<file path="config.mk">
export PLATFORM = sky130hd
export DESIGN_NAME = cfg_cmd_parser
export DESIGN_NICKNAME = d
export VERILOG_FILES = /design/src/rtl/cfg_pkg.sv /design/src/rtl/cfg_idle_timer.sv /design/src/rtl/cfg_cmd_parser.sv
export SDC_FILE = /design/constraint.sdc
export NUM_CORES = 1
export LEC_CHECK = 0
export CORE_AREA = 2 2 133 135
export CTS_CLUSTER_DIAMETER = 30
export CTS_CLUSTER_SIZE = 14
export DETAILED_ROUTE_END_ITERATION = 12
export DIE_AREA = 0 0 135 137
export PLACE_DENSITY_LB_ADDON = 0.12
export SKIP_LAST_GASP = 1
export SLEW_MARGIN = 20
export SYNTH_ARGS = -nofsm -noshare
export SYNTH_HDL_FRONTEND = slang
export SYNTH_HIERARCHICAL = 1
export SYNTH_SLANG_ARGS = --single-unit
</file>
<file path="constraint.sdc">
create_clock -name clk -period 4.3 [get_ports clk]
set_input_delay 0.645 -clock clk [delete_from_list [all_inputs] [get_ports clk]]
set_output_delay 0.645 -clock clk [all_outputs]
set_load 0.01 [all_outputs]
</file>
<file path="src/rtl/cfg_pkg.sv">
// Shared types and constants for the configuration command parser.
// Used by cfg_cmd_parser and cfg_idle_timer.
package cfg_pkg;

  localparam int DEF_DATA_W   = 16;
  localparam int DEF_NUM_REGS = 7;

  localparam logic [7:0] FUNCT_NOP = 8'h00;

  typedef enum logic [1:0] {
    ST_FUNC,
    ST_DATA,
    ST_CHK,
    ST_COMMIT
  } state_e;

  // Bits needed to hold 0..v-1, never less than one bit.
  function automatic int clog2(input int v);
    int r;
    r = 0;
    while ((1 << r) < v) r++;
    if (r == 0) r = 1;
    return r;
  endfunction

endpackage

</file>
<file path="src/rtl/cfg_idle_timer.sv">
// Idle down-counter: reloads on clr, counts down while en, flags expire at 0.
// CYC = 0 disables expiry entirely.
module cfg_idle_timer
  import cfg_pkg::*;
#(
  parameter int CYC = 1000
) (
  input  logic clk,
  input  logic rstn,
  input  logic clr,
  input  logic en,
  output logic expire
);

  localparam int W = clog2(CYC + 1);

  logic [W-1:0] cnt_q, cnt_d;

  always_comb begin
    cnt_d = cnt_q;
    if (clr) begin
      cnt_d = W'(CYC);
    end else if (en && cnt_q != '0) begin
      cnt_d = cnt_q - W'(1);
    end
  end

  always_ff @(posedge clk or negedge rstn) begin
    if (!rstn) begin
      cnt_q <= W'(CYC);
    end else begin
      cnt_q <= cnt_d;
    end
  end

  assign expire = (CYC != 0) && en && (cnt_q == '0);

endmodule

</file>
<file path="src/rtl/cfg_cmd_parser.sv">
// Framed byte-stream parser writing a bank of configuration registers.
// Define CFG_CHECKSUM_EN to require a trailing XOR checksum byte per frame.
module cfg_cmd_parser
  import cfg_pkg::*;
#(
  parameter int DATA_W      = DEF_DATA_W,
  parameter int NUM_REGS    = DEF_NUM_REGS,
  parameter logic [NUM_REGS*DATA_W-1:0] RST_VALS =
    {16'd1000, 16'd10, 16'd5, 16'd30, 16'd20, 16'd10, 16'd0},
  parameter int TIMEOUT_CYC = 1000
) (
  input  logic                       clk,
  input  logic                       rstn,
  input  logic [7:0]                 rx_data,
  input  logic                       rx_valid,
  output logic                       rx_ready,
  output logic [NUM_REGS*DATA_W-1:0] cfg_regs,
  output logic                       wr_pulse,
  output logic [7:0]                 wr_idx,
  output logic                       err_pulse,
  output logic                       busy
);

  localparam int NB   = DATA_W / 8;
  localparam int BC_W = clog2(NB + 1);

  state_e state_q, state_d;

  logic [7:0]                 funct_q, funct_d;
  logic [DATA_W-1:0]          sh_q, sh_d;
  logic [BC_W-1:0]            bc_q, bc_d;
  logic [NUM_REGS*DATA_W-1:0] regs_q, regs_d;
  logic                       wr_pulse_q, wr_pulse_d;
  logic                       err_pulse_q, err_pulse_d;
  logic [7:0]                 wr_idx_q, wr_idx_d;

  logic accept;
  logic timeout;
  logic last_data;
  logic funct_hi;
  logic chk_bad;
  logic tmr_en;

  assign rx_ready  = (state_q != ST_COMMIT);
  assign accept    = rx_valid && rx_ready && !timeout;
  assign last_data = (bc_q == BC_W'(NB - 1));
  assign funct_hi  = (funct_q > 8'(NUM_REGS));
  assign tmr_en    = (state_q == ST_DATA) || (state_q == ST_CHK);

  cfg_idle_timer #(
    .CYC (TIMEOUT_CYC)
  ) u_idle (
    .clk    (clk),
    .rstn   (rstn),
    .clr    (accept || !tmr_en),
    .en     (tmr_en),
    .expire (timeout)
  );

`ifdef CFG_CHECKSUM_EN
  localparam state_e ST_AFTER = ST_CHK;

  logic [7:0] xor_q, xor_d;
  logic       bad_q, bad_d;

  always_comb begin
    xor_d = xor_q;
    bad_d = bad_q;
    if (accept) begin
      unique case (state_q)
        ST_FUNC: begin
          xor_d = rx_data;
          bad_d = 1'b0;
        end
        ST_DATA: xor_d = xor_q ^ rx_data;
        ST_CHK:  bad_d = (rx_data != xor_q);
        default: ;
      endcase
    end
  end

  always_ff @(posedge clk or negedge rstn) begin
    if (!rstn) begin
      xor_q <= '0;
      bad_q <= 1'b0;
    end else begin
      xor_q <= xor_d;
      bad_q <= bad_d;
    end
  end

  assign chk_bad = bad_q;
`else
  localparam state_e ST_AFTER = ST_COMMIT;

  assign chk_bad = 1'b0;
`endif

  always_comb begin
    state_d     = state_q;
    funct_d     = funct_q;
    sh_d        = sh_q;
    bc_d        = bc_q;
    regs_d      = regs_q;
    wr_idx_d    = wr_idx_q;
    wr_pulse_d  = 1'b0;
    err_pulse_d = 1'b0;
    unique case (state_q)
      ST_FUNC: begin
        if (accept) begin
          funct_d = rx_data;
          sh_d    = '0;
          bc_d    = '0;
          state_d = ST_DATA;
        end
      end
      ST_DATA: begin
        if (timeout) begin
          err_pulse_d = 1'b1;
          state_d     = ST_FUNC;
        end else if (accept) begin
          sh_d = (sh_q << 8) | DATA_W'(rx_data);
          bc_d = bc_q + BC_W'(1);
          if (last_data) state_d = ST_AFTER;
        end
      end
      ST_CHK: begin
        if (timeout) begin
          err_pulse_d = 1'b1;
          state_d     = ST_FUNC;
        end else if (accept) begin
          state_d = ST_COMMIT;
        end
      end
      ST_COMMIT: begin
        state_d = ST_FUNC;
        if (chk_bad || funct_hi) begin
          err_pulse_d = 1'b1;
        end else if (funct_q != FUNCT_NOP) begin
          wr_pulse_d = 1'b1;
          wr_idx_d   = funct_q - 8'd1;
          for (int i = 0; i < NUM_REGS; i++) begin
            if (funct_q == 8'(i + 1)) regs_d[i*DATA_W +: DATA_W] = sh_q;
          end
        end
      end
    endcase
  end

  always_ff @(posedge clk or negedge rstn) begin
    if (!rstn) begin
      state_q     <= ST_FUNC;
      funct_q     <= '0;
      sh_q        <= '0;
      bc_q        <= '0;
      regs_q      <= RST_VALS;
      wr_idx_q    <= '0;
      wr_pulse_q  <= 1'b0;
      err_pulse_q <= 1'b0;
    end else begin
      state_q     <= state_d;
      funct_q     <= funct_d;
      sh_q        <= sh_d;
      bc_q        <= bc_d;
      regs_q      <= regs_d;
      wr_idx_q    <= wr_idx_d;
      wr_pulse_q  <= wr_pulse_d;
      err_pulse_q <= err_pulse_d;
    end
  end

  assign cfg_regs  = regs_q;
  assign wr_pulse  = wr_pulse_q;
  assign err_pulse = err_pulse_q;
  assign wr_idx    = wr_idx_q;
  assign busy      = (state_q != ST_FUNC);

endmodule

</file>
* Yosys cells after proc, flatten, opt, wreduce, memory -nomap -nowiden
Cells that the tools add are included.
** Cells by class
- Mux-type cells :: 23
- $lt $le $gt $ge :: 1
- Bitwise logic cells :: 2
- Add/subtract/negate cells :: 3
- Reduce and logical (&&, ||, !) cells :: 27
- Eq/ne operators :: 18
** Operators by type and width (number)
- $mux W16 :: 3
- $reduce_and A4 Y1 :: 9
- $eq A8 B3 Y1 const B :: 4
- $pmux W16 S2 :: 1
- $mux W10 :: 2
- $mux W2 :: 9
- $eq A8 B2 Y1 const B :: 2
- $or A16 B8 Y16 :: 1
- $logic_not A10 Y1 :: 1
- $reduce_bool A10 Y1 :: 1
- $sub A10 B1 Y10 const B :: 1
- $ne A3 B3 Y1 const B :: 3
- $eq A8 B1 Y1 const B :: 1
- $gt A8 B3 Y1 const B :: 1
- $ne A2 B2 Y1 const B :: 4
- $pmux W2 S4 :: 1
- $reduce_bool A8 Y1 :: 1
- $sub A8 B1 Y8 const B :: 1
- $reduce_bool A2 Y1 :: 3
- $mux W1 :: 5
- $eq A2 B1 Y1 const B :: 2
- $eq A2 B2 Y1 const B :: 2
- $logic_and A1 B1 Y1 :: 4
- $pmux W2 S2 :: 1
- other kinds (9) :: 11
** Word-level totals
- Word-level logic and storage cells :: 89
- Input port bits :: 11
- Output and inout bits :: 124
- Register bits :: 160

* Depth between registers and ports, before layout
- Depth after elaboration :: 8
- Depth in mapped cells :: 10

* Hierarchy
The synthesis kept the hierarchy.
** By module, submodules not included
- cfg_cmd_parser :: sequential area each 3776.1 um2, area each 6189.7 um2, times used 1, cells each 385
- cfg_idle_timer :: sequential area each 257.7 um2, area each 638.1 um2, times used 1, cells each 62

* Least setup slack after synthesis
OpenSTA, ideal clock, no wires.
- Kind :: flip-flop to flip-flop
- Start point :: reg u_idle.cnt_q[0]
- End point :: reg sh_q[10]
- Slack :: 1612 ps
- Data required time :: 4234 ps
- Stages on the path, launching flop included :: 11
- Data arrival time :: 2621 ps
- Library setup time :: 66 ps
- Cells stage by stage :: dfrtp_1 inv_1 ha_1 or4b_1 nor3_4 and2_2 nor4bb_1 clkbuf_1 nor2_1 clkbuf_1 a22o_1
** On the way
- Longest elaborated chain between the ends :: 6
- Elaborated cells on any way between the ends :: 8
** Ends and longest elaborated chain
- from (decl) :: RTL line cfg_idle_timer.sv:17 : logic [W-1:0] cnt_q, cnt_d;
- from (signal assigned) :: RTL line cfg_idle_timer.sv:30 : cnt_q <= W'(CYC);
- from (signal assigned) :: RTL line cfg_idle_timer.sv:32 : cnt_q <= cnt_d;
- $logic_not A10 Y1 * :: RTL line cfg_idle_timer.sv:36 : assign expire = (CYC != 0) && en && (cnt_q == '0);
- $logic_and A1 B1 Y1 * :: RTL line cfg_idle_timer.sv:36
- net timeout :: RTL line cfg_cmd_parser.sv:38 : logic timeout;
- $logic_not A1 Y1 :: RTL line cfg_cmd_parser.sv:45 : assign accept = rx_valid && rx_ready && !timeout;
- $logic_and A1 B1 Y1 :: RTL line cfg_cmd_parser.sv:45
- $ne A2 B2 Y1 (no source line)
- $reduce_and A4 Y1 (no source line) *
- to (signal assigned) :: RTL line cfg_cmd_parser.sv:154 : sh_q <= '0;
- to (signal assigned) :: RTL line cfg_cmd_parser.sv:163 : sh_q <= sh_d;
- to (decl) :: RTL line cfg_cmd_parser.sv:30 : logic [DATA_W-1:0] sh_q, sh_d;
Mark *: on every way through the listed nets, which the timed path passes. The rest lies on a longest branch.
A chain may end at the register's enable or synchronous reset.

* Final worst setup path
- Start point :: reg u_idle.cnt_q[0]
- End point :: reg bc_q[0]
** On the way
- Longest elaborated chain between the ends :: 6
- Elaborated cells on any way between the ends :: 8
** Ends and longest elaborated chain
- $logic_not A10 Y1 * :: RTL line cfg_idle_timer.sv:36
- $logic_and A1 B1 Y1 * :: RTL line cfg_idle_timer.sv:36
- net timeout :: RTL line cfg_cmd_parser.sv:38
- $logic_not A1 Y1 :: RTL line cfg_cmd_parser.sv:45
- $logic_and A1 B1 Y1 :: RTL line cfg_cmd_parser.sv:45
- $ne A2 B2 Y1 (no source line)
- $reduce_and A4 Y1 (no source line) *
- to (signal assigned) :: RTL line cfg_cmd_parser.sv:155 : bc_q <= '0;
- to (signal assigned) :: RTL line cfg_cmd_parser.sv:164 : bc_q <= bc_d;
- to (decl) :: RTL line cfg_cmd_parser.sv:31 : logic [BC_W-1:0] bc_q, bc_d;
Marks and branches as above.

==> implementation parameters <==
Parameter                              Value

Critical path
  Crit path required time ... 4.65 ns
  Setup Crit Path Kind ... reg -> reg
  Crit path capture ... bc_q[0]$_DFFE_PN0P_
  Critical Path Start ... u_idle/cnt_q[0]$_DFFE_PN0P_
  Startpoint of the lowest-slack register-to-register path ... u_idle/cnt_q[0]$_DFFE_PN0P_
  Critical R2R Capture ... bc_q[0]$_DFFE_PN0P_
  Critical path startpoint category ... flip-flop
  Capturing element type of the critical path ... flip-flop
  CP Max Fanout ... 19
  Endpoint arrival time on the critical path ... 3.65 ns
  Slack of the worst reg-to-reg path ... 1.0 ns
  Number of cells on the worst reg-to-reg path ... 9

Power
  Total leakage power ... 4.065 nW
  Power Density ... 733.2 nW/µm²
  Largest voltage drop on the vdd net ... 395.6 µV

Route
  Avg Vias per Cell ... 5.047
  Starting DRT DRC Count ... 160
  Post-route DRC ... 0
  WL/cell ... 18.70 µm
  Post-detailed-route count of antenna-violating nets ... 0
  Number of iterations in the first detailed-routing pass ... 4
  Vias post-DR ... 4169
  Routed WL ... 15440 µm

Clocking
  Total of hold buffers inserted after clock tree synthesis ... 0
  Count of H-tree levels built during CTS ... 4
  Number of buffers on the longest clock path ... 2
  Clock sink count ... 160
  Num CTS Buffers ... 17
  Number of cells upsized or downsized after cts ... 0
  Root Driver ... clkbuf_16
  CTS tree ... built
  Later-pin clock latency in the skew report ... 0.42 ns
  Clock-pin transition on the worst setup and hold timing paths ... 0.06 ns
  Post-CTS Setup Repair Bufs ... 0

Timing
  Total Neg Setup Slack ... 0 ns
  Final cycle utilization of the critical path ... 76.78%
  Setup Viol. Count Final ... 0
  Min Tclk post-route ... 3.302 ns
  WHS ... 0.3478 ns
  Setup clock skew after layout ... 0.005585 ns
  Final Hold Fails ... 0
  Unrepaired setup endpoints after global routing ... false
  Final number of max-transition violations ... 0
  Slew at the pin closest to its max-slew limit ... 1.133 ns
  Max Clk Rate ... 302.9 MHz
  Headroom to the max-slew limit ... 24.21%

Yosys
  Synth Cell Area ... 6828 µm²
  Flip-flop and latch count after synthesis ... 160
  Post-synthesis sequential area ratio ... 59.08%
  Average cell area after synthesis ... 15.27 µm²
  Synth unique cells ... 47
  Synth Warn # ... 6
  Post-synth top area share ... 49.84%
  Dominant cells by area after synthesis ... dfrtp_1 (50%), mux2_2 (13%), dfstp_2 (9.2%), mux2_4 (8.8%), ha_1 (2.2%)
  Predominant post-synthesis flop cell ... dfrtp_1
  Count of flip-flops with a built-in enable after synthesis ... 0
  Proportion of synthesized flip-flops having asynchronous set or reset ... 100.0%
  Yosys top cell by area ... dfrtp_1
  Nets in the synthesized netlist ... 470
  Count of mapped cells out of synthesis ... 447

Global route
  Overflow left after global routing ... 0
  All-layer global routing usage ... 17.32%
  Antenna violations before repair ... 0
  Via count of the first global-routing pass ... 4238
  Global-route wire length before repair ... 24030 µm
  Maximum number of pins on one net before global-route repair ... 113

Placed design
  Gpl congestion ... 0.7955
  Detailed placer's ending HPWL ... 10670 µm
  Number of port buffers ... 134

Floorplan
  Standard cell core area ... 17060 µm²
  Initial Utilization ... 40.03%
  Width of the chip ... 135 µm
  Area of the die ... 18500 µm²
  Count of pins on the block boundary ... 135
  Row count ... 48
  Die outline height ... 137 µm

Flow run
  MaxCap Viol Count ... 0

Min path
  Min-delay worst type ... in -> async

Cells and area
  Area growth from synthesis to layout ... 31.96%
  Number of nets in the layout ... 611
  Diodes inserted ... 0
  Fin util ... 52.82%
  Ratio of cells with drive above 1 in the final layout ... 32.95%

Outcome
  Result of the run ... finished, final reports clean
-- registers in the layout (all words and copies together) (netlist names) --
register,cells
cfg_regs,112
err_pulse,1
state_q,2
u_idle/cnt_q,10
wr_pulse,1
wr_idx,8
sh_q,16
bc_q,2
funct_q,8
-- routing by layer --
metal,track usage (%),vias up,share of wire (%)
met3,4.741,9,4.4
met2,28.60,101,50
met1,22.69,2173,45
met4,4.514,0,0.77
met5,0,-,0
li1,-,1886,-
-- final cells by class --
class,instances,area (µm²)
well taps,225,281.5
flip-flops and latches,160,4034
fillers,1472,8046
clock inverters,9,205.2
multi-input cells,253,2577
inverters,15,56.30
repair buffers,141,1398
clock buffers,23,457.9
-- power by group --
| group | switching [W] | total (W) | internal [W] |
|---|---|---|---|
| Sequential | 0.000498 | 0.00261 | 0.00211 |
| Combinational | 0.000933 | 0.00231 | 0.00138 |
| Clock | 0.000583 | 0.00169 | 0.00111 |
| Total | 0.00201 | 0.00661 | 0.00459 |
-- worst min-delay path by stage --
stage                              from                        end  slack, ns  cells past startpoint
floorplan                          rstn        bc_q[0]$_DFFE_PN0P_       0.35                      0
global placement    bc_q[1]$_DFFE_PN0P_        bc_q[1]$_DFFE_PN0P_       0.48                      1
detailed placement  bc_q[1]$_DFFE_PN0P_        bc_q[1]$_DFFE_PN0P_       0.49                      1
CTS                                rstn  cfg_regs[110]$_DFFE_PN0P_       0.42                      1
global route                       rstn  cfg_regs[110]$_DFFE_PN0P_       0.41                      1
finish                             rstn  cfg_regs[110]$_DFFE_PN0P_       0.35                      1
-- cells by family (layout without fill, tap and decap cells) --
| group | count (synthesis) | count (layout) | synth area share [%] |
|---|---|---|---|
| XOR/XNOR | 4 | 4 | 0.5132 |
| AO/OA/AOI/OAI | 42 | 42 | 4.801 |
| multiplexers | 124 | 124 | 22.58 |
| adder cells (fa/ha/maj) | 12 | 12 | 2.199 |
| AND/OR/NAND/NOR | 71 | 71 | 7.348 |
| flip-flops | 160 | 160 | 59.08 |
| buffers and inverters | 34 | 188 | 3.482 |
-- synth_stat cells (3+ instances only) --
cell type  count
dfrtp_1      136
mux2_2        80
mux2_4        40
dfstp_2       24
a22o_1        17
nand2_1       17
inv_1         15
ha_1          12
o21ai_0       10
clkbuf_1       9
nand2b_1       8
nor2_1         7
buf_6          6
nor3_4         5
buf_12         4
mux2i_1        4
nor2b_1        4
o31ai_1        4
nand3_2        3
nor4bb_1       3
o311ai_1       3
xor2_1         3
-- per-stage QoR --
step / power [W] / std cells / setup slack, ns / area, µm²
2_1_floorplan: 0.003715 / 447 / 1.612 / 6828
4_1_cts: 0.006688 / 826 / 1.017 / 9007
3_3_place_gp: 0.004913 / 794 / 1.152 / 8344
3_5_place_dp: 0.004972 / 794 / 1.044 / 8344
6_report: 0.006606 / 826 / 0.9985 / 9010
5_1_grt: 0.006984 / 826 / 0.8356 / 9010
-- placed cells by master (no fill, tap or decap), types with 3 or more instances in the layout --
cell             synthesis  layout
dfrtp_1                136     136
clkdlybuf4s50_1          0     133
mux2_2                  80      80
mux2_4                  40      40
dfstp_2                 24      24
nand2_1                 17      17
a22o_1                  17      17
clkbuf_16                0      17
inv_1                   15      15
ha_1                    12      12
o21ai_0                 10      10
nand2b_1                 8       8
nor2_1                   7       7
buf_4                    0       7
bufinv_16                0       6
nor3_4                   5       5
clkbuf_1                 9       5
nor2b_1                  4       4
mux2i_1                  4       4
o31ai_1                  4       4
nand3_2                  3       3
o311ai_1                 3       3
xor2_1                   3       3
-- critical path, stage by stage (launching register included) --
cell	delay [ns]
dfrtp_1	0.39
inv_1	0.11
ha_1	0.20
or4b_1	0.59
nor3_4	0.22
and2_2	0.28
nor4bb_4	0.06
buf_4	0.21
nor2_1	0.87
mux2_2	0.31
Power figures use the tool's default switching activity.
